File: src/rtl/rom_arbiter_nport.sv
// ---------------------------------------------------------------------------
// rom_arbiter_nport
//
// Shared table ROM for the PicBlaze multiprocessor system. NCH processors
// read a single-ported synchronous ROM through a req/ack handshake. A
// round-robin arbiter grants one read per clock. Channel k addresses its own
// window of the table starting at k*BASE_STRIDE. Each channel's read data is
// registered and held until that channel's next read returns.
//
// Optional feature macro: ROM_RANGE_CHECK_EN
//   defined   : err[k] pulses with valid[k] for out-of-range reads, and
//               elaboration fails if the last window starts past the ROM.
//   undefined : err is tied to 0; out-of-range reads silently return 0.
//
// Ports
//   clk    in   rising-edge clock
//   rst_n  in   asynchronous active-low reset
//   req    in   [NCH]         per-channel read request (level)
//   addr   in   [NCH*ADDR_W]  per-channel address, channel k at [k*ADDR_W +: ADDR_W]
//   ack    out  [NCH]         grant; request/address captured this cycle
//   valid  out  [NCH]         one-cycle pulse; data slice updated this cycle
//   data   out  [NCH*DATA_W]  per-channel read data, held between valids
//   err    out  [NCH]         out-of-range flag, coincident with valid
//
// Latency: ack in cycle T -> valid/data in cycle T+2. No stalls.
// ---------------------------------------------------------------------------
module rom_arbiter_nport #(
  parameter int    DATA_W      = 8,
  parameter int    ADDR_W      = 8,
  parameter int    DEPTH       = 200,
  parameter int    NCH         = 2,
  parameter int    BASE_STRIDE = 100,
  parameter string INIT_FILE   = ""
) (
  input  logic                     clk,
  input  logic                     rst_n,
  input  logic [NCH-1:0]           req,
  input  logic [NCH*ADDR_W-1:0]    addr,
  output logic [NCH-1:0]           ack,
  output logic [NCH-1:0]           valid,
  output logic [NCH*DATA_W-1:0]    data,
  output logic [NCH-1:0]           err
);

  localparam int PTR_W = (NCH > 1) ? $clog2(NCH) : 1;
  localparam int RA_W  = (DEPTH > 1) ? $clog2(DEPTH) : 1;

  // Physical address is formed at full 32-bit width so that a window plus
  // offset running past DEPTH is detected rather than wrapped.
  function automatic logic [31:0] phys_addr(input logic [PTR_W-1:0] ch,
                                            input logic [ADDR_W-1:0] a);
    return (32'(ch) * 32'(BASE_STRIDE)) + 32'(a);
  endfunction

  // Returns ROM word or zero when the read fell outside the table.
  function automatic logic [DATA_W-1:0] range_gate(input logic            in_range,
                                                   input logic [DATA_W-1:0] word);
    return in_range ? word : '0;
  endfunction

  // Arbiter state
  logic [PTR_W-1:0]      r_ptr;

  // Grant decode
  logic                  w_gnt_any;
  logic [PTR_W-1:0]      w_gnt_ch;
  logic [PTR_W-1:0]      w_cand;
  logic [ADDR_W-1:0]     w_sel_addr;
  logic [31:0]           w_pa;
  logic                  w_inr;

  // Stage S0 -> S1 registers
  logic                  r_vld_p0;
  logic [PTR_W-1:0]      r_ch_p0;
  logic [RA_W-1:0]       r_pa_p0;
  logic                  r_inr_p0;

  // ROM read port
  logic [DATA_W-1:0]     w_rom_rd;

  // Output registers
  logic [NCH-1:0]        r_valid;
  logic [NCH*DATA_W-1:0] r_data;

  // -------------------------------------------------------------------------
  // S0: round-robin grant
  // -------------------------------------------------------------------------
  // Scan from the highest offset down so that the last hit, which wins, is
  // the nearest requester at or above the pointer.
  always_comb begin
    w_gnt_any = 1'b0;
    w_gnt_ch  = '0;
    w_cand    = '0;
    for (int i = NCH - 1; i >= 0; i--) begin
      w_cand = PTR_W'((int'(r_ptr) + i) % NCH);
      if (req[w_cand]) begin
        w_gnt_any = 1'b1;
        w_gnt_ch  = w_cand;
      end
    end
  end

  assign w_sel_addr = addr[int'(w_gnt_ch) * ADDR_W +: ADDR_W];
  assign w_pa       = phys_addr(w_gnt_ch, w_sel_addr);
  assign w_inr      = (w_pa < 32'(DEPTH));

  assign ack = w_gnt_any ? (NCH'(1) << w_gnt_ch) : '0;

  always_ff @(posedge clk or negedge rst_n) begin
    if (!rst_n) begin
      r_ptr    <= '0;
      r_vld_p0 <= 1'b0;
    end else begin
      r_vld_p0 <= w_gnt_any;
      if (w_gnt_any) begin
        r_ptr <= (int'(w_gnt_ch) == NCH - 1) ? '0 : w_gnt_ch + 1'b1;
      end
    end
  end

  // Address, channel and range flag only matter while r_vld_p0 is set.
  always_ff @(posedge clk) begin
    r_ch_p0  <= w_gnt_ch;
    r_pa_p0  <= w_pa[RA_W-1:0];
    r_inr_p0 <= w_inr;
  end

  // -------------------------------------------------------------------------
  // S1: synchronous ROM read, landing directly in the granted channel's
  // data register so the result is visible (S2) two cycles after ack.
  // -------------------------------------------------------------------------
  // Contents: word i holds i truncated to the data width.
  assign w_rom_rd = DATA_W'(r_pa_p0);

  always_ff @(posedge clk or negedge rst_n) begin
    if (!rst_n) begin
      r_valid <= '0;
      r_data  <= '0;
    end else begin
      r_valid <= '0;
      if (r_vld_p0) begin
        r_valid[r_ch_p0]                         <= 1'b1;
        r_data[int'(r_ch_p0) * DATA_W +: DATA_W] <= range_gate(r_inr_p0, w_rom_rd);
      end
    end
  end

  assign valid = r_valid;
  assign data  = r_data;

`ifdef ROM_RANGE_CHECK_EN
  logic [NCH-1:0] r_err;

  always_ff @(posedge clk or negedge rst_n) begin
    if (!rst_n) begin
      r_err <= '0;
    end else begin
      r_err <= '0;
      if (r_vld_p0) begin
        r_err[r_ch_p0] <= ~r_inr_p0;
      end
    end
  end

  assign err = r_err;

  // The last channel's window must start inside the table.
  generate
    if ((NCH - 1) * BASE_STRIDE >= DEPTH) begin : g_bad_layout
      $error("rom_arbiter_nport: (NCH-1)*BASE_STRIDE must be below DEPTH");
    end
  endgenerate
`else
  assign err = '0;
`endif

endmodule
File: config.mk
export PLATFORM = sky130hd
export DESIGN_NAME = rom_arbiter_nport
export DESIGN_NICKNAME = d
export VERILOG_FILES = /design/src/rtl/rom_arbiter_nport.sv
export SDC_FILE = /design/constraint.sdc
export NUM_CORES = 1
export LEC_CHECK = 0
export ABC_AREA = 1
export CORE_UTILIZATION = 35
export CTS_CLUSTER_DIAMETER = 120
export DETAILED_ROUTE_END_ITERATION = 12
export GPL_TIMING_DRIVEN = 1
export SYNTH_ARGS = -nofsm -noshare
export SYNTH_HDL_FRONTEND = slang
export SYNTH_SLANG_ARGS = --single-unit
File: constraint.sdc
create_clock -name clk -period 2 [get_ports clk]
set_input_delay 0.6 -clock clk [delete_from_list [all_inputs] [get_ports clk]]
set_output_delay 0.6 -clock clk [all_outputs]
set_load 0.05 [all_outputs]
# --- Word-level counts from Yosys, hierarchy flattened ---
# Index checks and enable logic that the tools add are counted.
classes:
  addsub: 4
  multipliers: 1
  magnitude_cmp: 5
  shifts: 4
  mux: 15
  n_reduce_logical: 1
op_table:
  columns: ["operator", "n"]
  rows:
  - ["negation 4 -> 33 bit", 1]
  - ["variable shift 8 x 33 -> 16 bit (first input constant)", 1]
  - ["indexed part select 8 x 33 -> 16 bit", 1]
  - ["bitwise mux 16 bit", 1]
  - ["indexed part select 16 x 5 -> 8 bit", 1]
  - ["2-to-1 mux 1 bit", 10]
  - ["adder 8 x 8 -> 9 bit", 1]
  - ["less-than comparator 9 x 8 -> 1 bit (second input constant)", 1]
  - ["2-to-1 mux 8 bit", 1]
  - ["less-than comparator 1 x 2 -> 1 bit (second input constant)", 3]
  - ["multiplier 1 x 5 -> 6 bit (second input constant)", 1]
  - ["2-to-1 mux 2 bit", 2]
  - ["adder 1 bit (second input constant)", 2]
  - ["left shift 1 x 1 -> 2 bit (first input constant)", 1]
  - ["demux 1 bit (select 1 bit)", 1]
  - ["greater-or-equal comparator 1 bit (second input constant)", 1]
  - ["logical AND 1 bit", 1]
totals:
  ff_bits: 30
  inputBits: 20
  elab_cells: 37

# --- Logic depth before layout (Yosys ltp) ---
# Gate-level depths: netlist of run 1.
logic_depth:
  depth_word: 8
  mapped_depth: 15
  mapped_depth_nobuf: 15

# --- Worst setup path after synthesis of run 1 ---
# No wires, ideal clock.
synth_timing:
  kind: "input to output"
  start: "in req[1]"
  end: "out ack[0]"
  t_arrival_ns: 1.576
  required_ns: 1.400
  slack_ns: -0.176
  stages: 4
  path_buffers: 1
  cell_sequence: "buf_4 nand2_8 inv_2 nor2_1"
synth_via:
  elab_chain_cells: 6
  word_cells_on_any_way: 10
  cone_classes: "shift: 1; mux: 9"
synth_rtl:
  columns: ["element", "line_no", "source"]
  rows:
  - ["start, declared", "37", "input logic [NCH-1:0] req,"]
  - ["2-to-1 mux 1 bit (implied by the code) (2 in a row)", "96", "if (req[w_cand]) begin"]
  - ["2-to-1 mux 1 bit", "96", null]
  - ["2-to-1 mux 1 bit (*)", "96", null]
  - ["named net w_gnt_ch", "66", "logic [PTR_W-1:0] w_gnt_ch;"]
  - ["left shift 1 x 1 -> 2 bit (*)", "107", "assign ack = w_gnt_any ? (NCH'(1) << w_gnt_ch) : '0;"]
  - ["2-to-1 mux 2 bit (*)", "107", null]
  - ["end, declared", "39", "output logic [NCH-1:0] ack,"]
# Mark *: on every way through the listed nets, which the timed path passes. The rest lies on a longest branch. The select of a mux whose other input is x is not followed.

# --- Final worst setup path of run 1 ---
# Ends and elaborated chain as after synthesis.

==> run_results.csv, run 1 <==
group,metric,value,unit
run_status,status,"completed",
route,final_antenna_net_count,0,
route,totalWireLength,2.44,mm
timing,timing.hold.ws,0.459,ns
clocking,cts-root-buf,"clkbuf_8",
power_and_ir_drop,power_density,1030,nW/um^2
worst_setup_path,crit_path_end_kind,"output port",
power_and_ir_drop,finalPower,1.94,mW
clocking,cts_setup_buffers,0,
worst_setup_path,cp_max_fo,5,
worst_setup_path,critPathSlowestCell,"clkdlybuf4s15_1",
logic_synthesis,synthDistinctLibCells,20,
timing,fin_crit,1.95,ns
clocking,clkSinkCount,30,
floorplanning,dieHeight,62.8,um
global_routing,grt_usage,0.143,
clocking,clkLatencyLatePin,0.27,ns
placement,gp_congestion,0.860,
timing,period_share,0.974,
clocking,path_clk_slew,0.05,ns
worst_setup_path,critical_path.startpoint_type,"primary input",
power_and_ir_drop,vdd.ir_drop.worst,0.000287,V
cells_and_area,final_common_cell,"nand2_1",
timing,max_slew_margin,0.615,
route,wl_per_cell,9.61,um
logic_synthesis,yosysWarnings,0,
logic_synthesis,ys_ff_latch,30,
logic_synthesis,synth_area_leaders,"dfrtp_1 39%, dfxtp_1 15%, nand2_1 11%",
cells_and_area,final_cell_mix,"39 x nand2_1, 32 x buf_4, 20 x dfrtp_1",
logic_synthesis,synth_cells,153,
clocking,hold_buffers,0,
cells_and_area,antenna_cells,0,
logic_synthesis,ys_seq_area_frac,0.541,
logic_synthesis,synth_top_area_frac,0.386,
power_and_ir_drop,p_leak,0.964,nW
global_routing,grt_pass1_wl,4.37,mm
clocking,cts_buffers,5,
min_path,hold_path.class,"reg2reg",
logic_synthesis,syn_area_per_cell,8.46,sq um
cells_and_area,drive_gt1_frac,0.264,
logic_synthesis,postSynth.asyncResetShare,0.667,
route,dr.pass1.iters,4,
floorplanning,ios,42,
global_routing,grt_overflow,0,
timing,tightest_slew,0.578,ns
cells_and_area,final_cells,254,
timing,slew_viol_final,0,
route,drtIter0Drc,38,
worst_setup_path,crit_path_cell_trace,"clkdlybuf4s15_1 > nand2_8 > inv_4 > nor2_4 > buf_12",
floorplanning,die-area,3950,sq um
timing,finClkSkew,0.00513,ns
global_routing,grt_pass1_vias,1050,
run,cap_violations,0,
timing,max_freq,514,MHz
timing,hold_viol,0,
worst_setup_path,cpPeakStageDelay,0.30,ns
floorplanning,initial_core_util,0.376,
worst_setup_path,cp.arrival,1.35,ns
placement,io_buffer_count,39,
clocking,htree_levels,2,
worst_setup_path,critical_path_required,1.40,ns
logic_synthesis,synth_ff_type,"dfrtp_1",
clocking,cts_tree,"built",
placement,dp_cells,247,
floorplanning,die_w,62.8,um
route,via_per_inst,4.32,
route,drc,0,
placement,hpwl,1.99,mm
floorplanning,placementRows,21,
global_routing,grt_start_max_net_pins,21,
clocking,cts_buffer_depth,2,
cells_and_area,syn_to_final_growth,45.4,%
logic_synthesis,synth_edf_count,0,
logic_synthesis,synth_area_leader_cell,"dfrtp_1",
logic_synthesis,synth_area,1290,sq um
timing,setup_viol,0,
worst_setup_path,path_class,"in2out",
floorplanning,core_area,3440,sq um
route,dr_total_vias,1097,
global_routing,grt_antenna_before_repair,0,
cells_and_area,nets,229,
==> worst max-delay path, delay by kind of cell <==
family,cells,cell delay [ns]
buffers and inverters,3,0.49
AND/OR/NAND/NOR,2,0.25
==> flip-flops by register name, summed over array words and instances, names as in the netlist <==
name / count
valid: 2
r_ch_p0: 1
r_ptr: 1
r_vld_p0: 1
data: 16
r_pa_p0: 8
r_inr_p0: 1
==> metrics by stage <==
stage / area [sq um] / worst slack, ns / TNS, ns / utilization
after floorplan: 1300 / 0.0546 / 0 / -
after global placement: 1790 / -0.281 / -1.06 / 0.521
after detailed placement: 1790 / -0.360 / -1.37 / 0.521
after CTS: 1870 / 0.000414 / 0 / 0.543
after global routing: 1880 / -0.00680 / -0.00680 / 0.547
final: 1880 / 0.0528 / 0 / 0.547
==> synth_stat cells, types with 2 or more instances <==
| master | count |
|---|---|
| inv_1 | 17 |
| inv_2 | 2 |
| buf_4 | 3 |
| clkbuf_1 | 2 |
| nand2_2 | 3 |
| o21ai_0 | 12 |
| nand2_1 | 39 |
| nand2_4 | 5 |
| dfxtp_1 | 10 |
| nor2_1 | 15 |
| a21oi_1 | 9 |
| dfrtp_1 | 20 |
| nand3_1 | 9 |
==> final timing paths <==
check | endpoint | from | slack (ns) | cells after the start
max in group asynchronous | r_ptr$_DFFE_PN0N_ | rst_n | 1.12 | 2
worst max register to register | r_inr_p0$_DFF_P_ | r_ptr$_DFFE_PN0N_ | 0.40 | 15
worst min-delay path | data[2]$_DFFE_PN0P_ | r_pa_p0[2]$_DFF_P_ | 0.46 | 2
worst min register to register | data[2]$_DFFE_PN0P_ | r_pa_p0[2]$_DFF_P_ | 0.46 | 2
min in group asynchronous | valid[1]$_DFF_PN0_ | rst_n | 0.67 | 2
worst max-delay path | ack[0] | req[1] | 0.05 | 5
==> routing by layer <==
layer	track usage	part of all wire
met3	0.0566	0.067
met1	0.167	0.46
met5	0	0
met4	0.0610	0.015
met2	0.232	0.46
==> cell type report <==
class                      count  area [sq um]
multi-input combinational     99           504
timing repair buffer          53           470
clock buffer                   7          76.3
sequential                    30           701
fill                         346          1560
inverter                      19          73.8
tap                           46          57.6
==> repair_timing <==
action                                  4_1_cts  5_1_grt
endpoints found under the setup margin        3        2
resized for setup                             3        5
pin swaps                                     0        2
==> cells by family after synthesis <==
family | synth area share
AOI/OAI and AO/OA | 0.0812
adders and majority gates | 0.00966
buffers and inverters | 0.0821
DFF | 0.541
other | 0.00290
and+or+nand+nor | 0.283
==> where the power goes <==
part	internal [mW]	switching (mW)
sequential	0.714	0.0590
combinational	0.248	0.490
clock	0.238	0.188
total	1.20	0.737
Note: power is estimated with default switching activity, not from simulation.
==> inputs of run 2 (changes only) <==
GPL_TIMING_DRIVEN = unset   (was 1)
SKIP_LAST_GASP = 1   (was unset)
SLEW_MARGIN = 20   (was unset)
==> run 2 against run 1 <==
Effect of this change:
- clock skew unchanged
- wire length unchanged
- register-to-register slack about the same
- cell count unchanged
- flip-flop and latch count unchanged
- fmax decreased by 0.42%
- final area about the same
- critical path type unchanged
- largest cell class unchanged
- highest routed layer unchanged
==> run_results.csv, run 2 (synthesis results as in run 1) <==
group,metric,value,unit
worst_setup_path,crit_start,"req[0]",
global_routing,grt_start_max_net_pins,21,
route,met3_length,163,um
timing,setup_ws,0.0445,ns
cells_and_area,syn_to_final_growth,45.3,%
clocking,clkSinkCount,30,
timing,tightest_slew,0.578,ns
clocking,htree_levels,2,
clocking,cts_setup_buffers,0,
global_routing,grt_pass1_wl,4.37,mm
timing,period_share,0.978,
route,drc,0,
floorplanning,ios,42,
worst_setup_path,critical_path.startpoint_type,"primary input",
timing,setup_viol,0,
global_routing,grt_pass1_vias,1050,
clocking,cts_buffer_depth,2,
clocking,cts-root-buf,"clkbuf_8",
global_routing,grt_usage,0.143,
power_and_ir_drop,vdd.ir_drop.worst,0.000287,V
floorplanning,die_w,62.8,um
cells_and_area,largest_register_ffs,16,
route,drtIter0Drc,38,
floorplanning,initial_core_util,0.376,
route,totalWireLength,2.44,mm
timing,max_freq,511,MHz
clocking,cts_tree,"built",
route,dr.pass1.iters,4,
worst_setup_path,crit_path_cell_trace,"dlygate4sd2_1 > nand2_4 > nand2_8 > inv_4 > nor2_4 > buf_12",
power_and_ir_drop,p_leak,0.965,nW
run,cap_violations,0,
floorplanning,dieHeight,62.8,um
placement,pre_cts_ws,-0.360,ns
clocking,clkLatencyLatePin,0.27,ns
worst_setup_path,critPathSlowestCell,"dlygate4sd2_1",
cells_and_area,drive_gt1_frac,0.264,
run_status,status,"completed",
clocking,path_clk_slew,0.05,ns
route,wl_met1,1.11,mm
worst_setup_path,critical_path_required,1.40,ns
global_routing,grt_overflow,0,
timing,max_slew_margin,0.615,
floorplanning,core_area,3440,sq um
min_path,worstHoldStart,"r_pa_p0[2]$_DFF_P_",
route,dr.max_layer_used,"met4",
placement,hpwl,1.99,mm
floorplanning,die-area,3950,sq um
route,met2WireLength,1.13,mm
route,final_antenna_net_count,0,
route,dr_total_vias,1098,
cells_and_area,antenna_cells,0,
timing,fin_crit,1.96,ns
worst_setup_path,path_class,"in2out",
global_routing,grt_antenna_before_repair,0,
placement,gp_congestion,0.860,
worst_setup_path,cp_max_fo,5,
clocking,hold_buffers,0,
cells_and_area,final_cells,254,
worst_setup_path,crit_path_end_kind,"output port",
floorplanning,placementRows,21,
route,wl_per_cell,9.61,um
placement,io_buffer_count,39,
worst_setup_path,cp.arrival,1.36,ns
placement,dp_cells,247,
cells_and_area,final_common_cell,"nand2_1",
timing,finClkSkew,0.00513,ns
cells_and_area,nets,229,
clocking,cts_buffers,5,
route,via_per_inst,4.32,
timing,slew_viol_final,0,
worst_setup_path,cpPeakStageDelay,0.27,ns
min_path,hold_path.class,"reg2reg",
timing,grt_setup_unrepaired,"yes",
timing,hold_viol,0,
power_and_ir_drop,power_density,1030,nW/um^2
cells_and_area,final_cell_mix,"39 x nand2_1, 32 x buf_4, 20 x dfrtp_1",
worst_setup_path,r2r-start,"r_ptr$_DFFE_PN0N_",
timing,tns,0,ns
==> run 2: cell types whose count changed in the layout (fill, tap and decap cells not counted) <==
cell and delta:
dlygate4sd2_1 +1, clkdlybuf4s15_1 -1
==> run 2: path summary, 6_finish.rpt <==
check	endpoint	slack, ns	cells after the start
setup reg to reg	r_inr_p0$_DFF_P_	0.40	15
setup / recovery	ack[0]	0.04	6
hold reg to reg	data[2]$_DFFE_PN0P_	0.46	2
min in group asynchronous	valid[1]$_DFF_PN0_	0.67	2
max in group asynchronous	r_ptr$_DFFE_PN0N_	1.12	2
hold / removal	data[2]$_DFFE_PN0P_	0.46	2
==> run 2: layer usage <==
metal  vias up  GRT usage
li1        576          -
met1       476      0.167
met2        39      0.232
met3         7     0.0566
met4         0     0.0610
met5         -          0
==> run 2: per-stage QoR <==
step | power [mW] | utilization | hold slack [ns] | area [sq um]
2_1_floorplan | 1.26 | - | 0.304 | 1300
3_5_place_dp | 1.53 | 0.521 | 0.456 | 1790
3_3_place_gp | 1.51 | 0.521 | 0.453 | 1790
4_1_cts | 1.96 | 0.543 | 0.462 | 1870
5_1_grt | 2.04 | 0.547 | 0.491 | 1880
6_report | 1.94 | 0.547 | 0.459 | 1880
==> run 2: report_power, final <==
part	internal [mW]	switching, mW
registers	0.714	0.0590
clock network	0.238	0.188
logic	0.248	0.490
==> run 2: worst max-delay path: cells and delay by family <==
| kind | cells | cell delay (ns) |
|---|---|---|
| simple gates | 3 | 0.28 |
| buf+inv | 3 | 0.46 |
==> run 2: final cells by class <==
cell class | count | area [sq um]
Clock buffer | 7 | 76.3
Fill cell | 346 | 1560
Inverter | 19 | 73.8
Multi-Input combinational cell | 99 | 504
Sequential cell | 30 | 701
Tap cell | 46 | 57.6
Timing Repair Buffer | 53 | 469
==> run 2: what timing repair did <==
item,4_1_cts,5_1_grt
resized for setup,3,4
setup endpoints to repair,3,2
pin swaps,0,2
==> inputs of run 3 (changes only) <==
CORE_MARGIN = 8   (was unset)
==> run 3 against run 2 <==
Effect of this change:
- worst setup slack worse by 0.0010 ns
- combinational power is 1% higher
- global-route usage is 4.3 points lower
- power is 3.1% higher
- cell count is 2.0% higher
- clock skew is 0.0021 ns higher
- hold slack worse by 0.0021 ns
- die area is 50% higher
- count of clock-buffer cells in the layout is 1 higher
- first-iteration DRC count is 7.9% lower
==> run_results.csv, run 3 (synthesis results as in run 1) <==
group,metric,value,unit
global_routing,grt_antenna_before_repair,0,
floorplanning,placementRows,22,
placement,gp_congestion,0.864,
cells_and_area,final_cell_mix,"39 x nand2_1, 33 x buf_4, 20 x dfrtp_1",
worst_setup_path,crit_path_end_kind,"output port",
floorplanning,ios,42,
timing,grt_setup_unrepaired,"no",
route,wl_per_cell,10.4,um
floorplanning,die-area,5900,sq um
route,final_antenna_net_count,0,
floorplanning,die_w,76.8,um
route,dr_total_vias,1107,
clocking,hold_buffers,0,
floorplanning,initial_core_util,0.359,
clocking,clkSinkCount,30,
timing,finClkSkew,0.00721,ns
clocking,cts_buffers,5,
cells_and_area,multi_input_area,507,sq um
global_routing,grt_usage,0.101,
clocking,clkLatencyLatePin,0.27,ns
timing,slew_viol_final,0,
power_and_ir_drop,p_leak,0.985,nW
cells_and_area,antenna_cells,0,
worst_setup_path,cp.arrival,1.36,ns
timing,max_slew_margin,0.604,
worst_setup_path,cp_max_fo,5,
power_and_ir_drop,finalPower,2.00,mW
cells_and_area,seq_area,701,sq um
route,totalWireLength,2.69,mm
timing,fin_crit,1.96,ns
timing,setup_viol,0,
timing,max_freq,511,MHz
timing,tightest_slew,0.593,ns
placement,io_buffer_count,39,
route,drtIter0Drc,35,
route,dr.pass1.iters,4,
global_routing,grt_pass1_wl,4.93,mm
global_routing,grt_start_max_net_pins,21,
global_routing,grt_pass1_vias,1177,
clocking,cts_buffer_depth,2,
global_routing,grt_overflow,0,
timing,period_share,0.978,
cells_and_area,drive_gt1_frac,0.275,
clocking,cts-root-buf,"clkbuf_8",
min_path,hold_path.class,"reg2reg",
cells_and_area,fill_cells,365,
cells_and_area,largest_register_ffs,16,
power_and_ir_drop,vdd.ir_drop.worst,0.000268,V
timing,timing.hold.ws,0.456,ns
clocking,htree_levels,2,
timing,hold_viol,0,
floorplanning,core_area,3610,sq um
worst_setup_path,critical_path_required,1.40,ns
floorplanning,dieHeight,76.8,um
route,drc,0,
cells_and_area,nets,231,
worst_setup_path,critical_path.startpoint_type,"primary input",
run,cap_violations,0,
clocking,cts_tree,"built",
placement,hpwl,2.27,mm
cells_and_area,syn_to_final_growth,48.2,%
clocking,path_clk_slew,0.06,ns
power_and_ir_drop,power_density,1040,nW/um^2
route,via_per_inst,4.27,
worst_setup_path,path_class,"in2out",
cells_and_area,final_common_cell,"nand2_1",
run_status,status,"completed",
timing,tns,0,ns
## run 3: cell count changes in the layout (fill, tap and decap cells not counted)
cell / previous run / this run
buf_4: 32 / 33
buf_6: 0 / 1
clkbuf_8: 5 / 6
ha_1: 0 / 1
ha_2: 1 / 0
nand3_1: 9 / 8
nand3_2: 0 / 1
## run 3: layout make-up
| class | instances | area share |
|---|---|---|
| clock buffers | 8 | 0.0469 |
| inverters | 19 | 0.0385 |
| multi-input cells | 99 | 0.264 |
| flip-flops and latches | 30 | 0.365 |
| well taps | 48 | 0.0313 |
| repair buffers | 55 | 0.254 |
## run 3: critical path, cell delays in order
cell and delay, ns:
dlygate4sd2_1 0.24, buf_6 0.13, nand2_8 0.08, inv_4 0.05
nor2_4 0.12, buf_12 0.14
## run 3: what timing repair did
item,4_1_cts,5_1_grt
pin swaps,1,0
setup endpoints to repair,3,2
gates cloned,0,0
setup buffers,1,0
gates resized for setup,6,2
## run 3: final timing paths
path | startpoint | endpoint | slack [ns] | cells past startpoint
min in group asynchronous | rst_n | valid[1]$_DFF_PN0_ | 0.67 | 2
max in group asynchronous | rst_n | data[7]$_DFFE_PN0P_ | 1.12 | 2
min reg2reg | r_pa_p0[3]$_DFF_P_ | data[3]$_DFFE_PN0P_ | 0.46 | 2
max | req[1] | ack[0] | 0.04 | 6
max reg2reg | r_ptr$_DFFE_PN0N_ | r_inr_p0$_DFF_P_ | 0.42 | 15
min | r_pa_p0[3]$_DFF_P_ | data[3]$_DFFE_PN0P_ | 0.46 | 2
## run 3: routing by layer
metal / global-route usage / part of all wire / up-vias
li1: - / - / 581
met1: 0.104 / 0.43 / 476
met2: 0.161 / 0.45 / 41
met3: 0.0501 / 0.095 / 9
met4: 0.0596 / 0.025 / 0
met5: 0 / 0 / -
## run 3: power breakdown
group | switching [mW] | leakage, nW | internal [mW]
clock network | 0.196 | 0.0455 | 0.279
registers | 0.0583 | 0.326 | 0.714
logic | 0.496 | 0.613 | 0.253
total | 0.750 | 0.985 | 1.25
## run 3: through the flow
stage / setup slack [ns] / cells / utilization / cell area, sq um
after global routing: 0.00395 / 259 / 0.532 / 1920
after CTS: 0.0114 / 259 / 0.531 / 1910
after detailed placement: -0.338 / 250 / 0.500 / 1800
after global placement: -0.260 / 250 / 0.500 / 1800
final: 0.0435 / 259 / 0.532 / 1920
after floorplan: 0.0546 / 154 / - / 1300
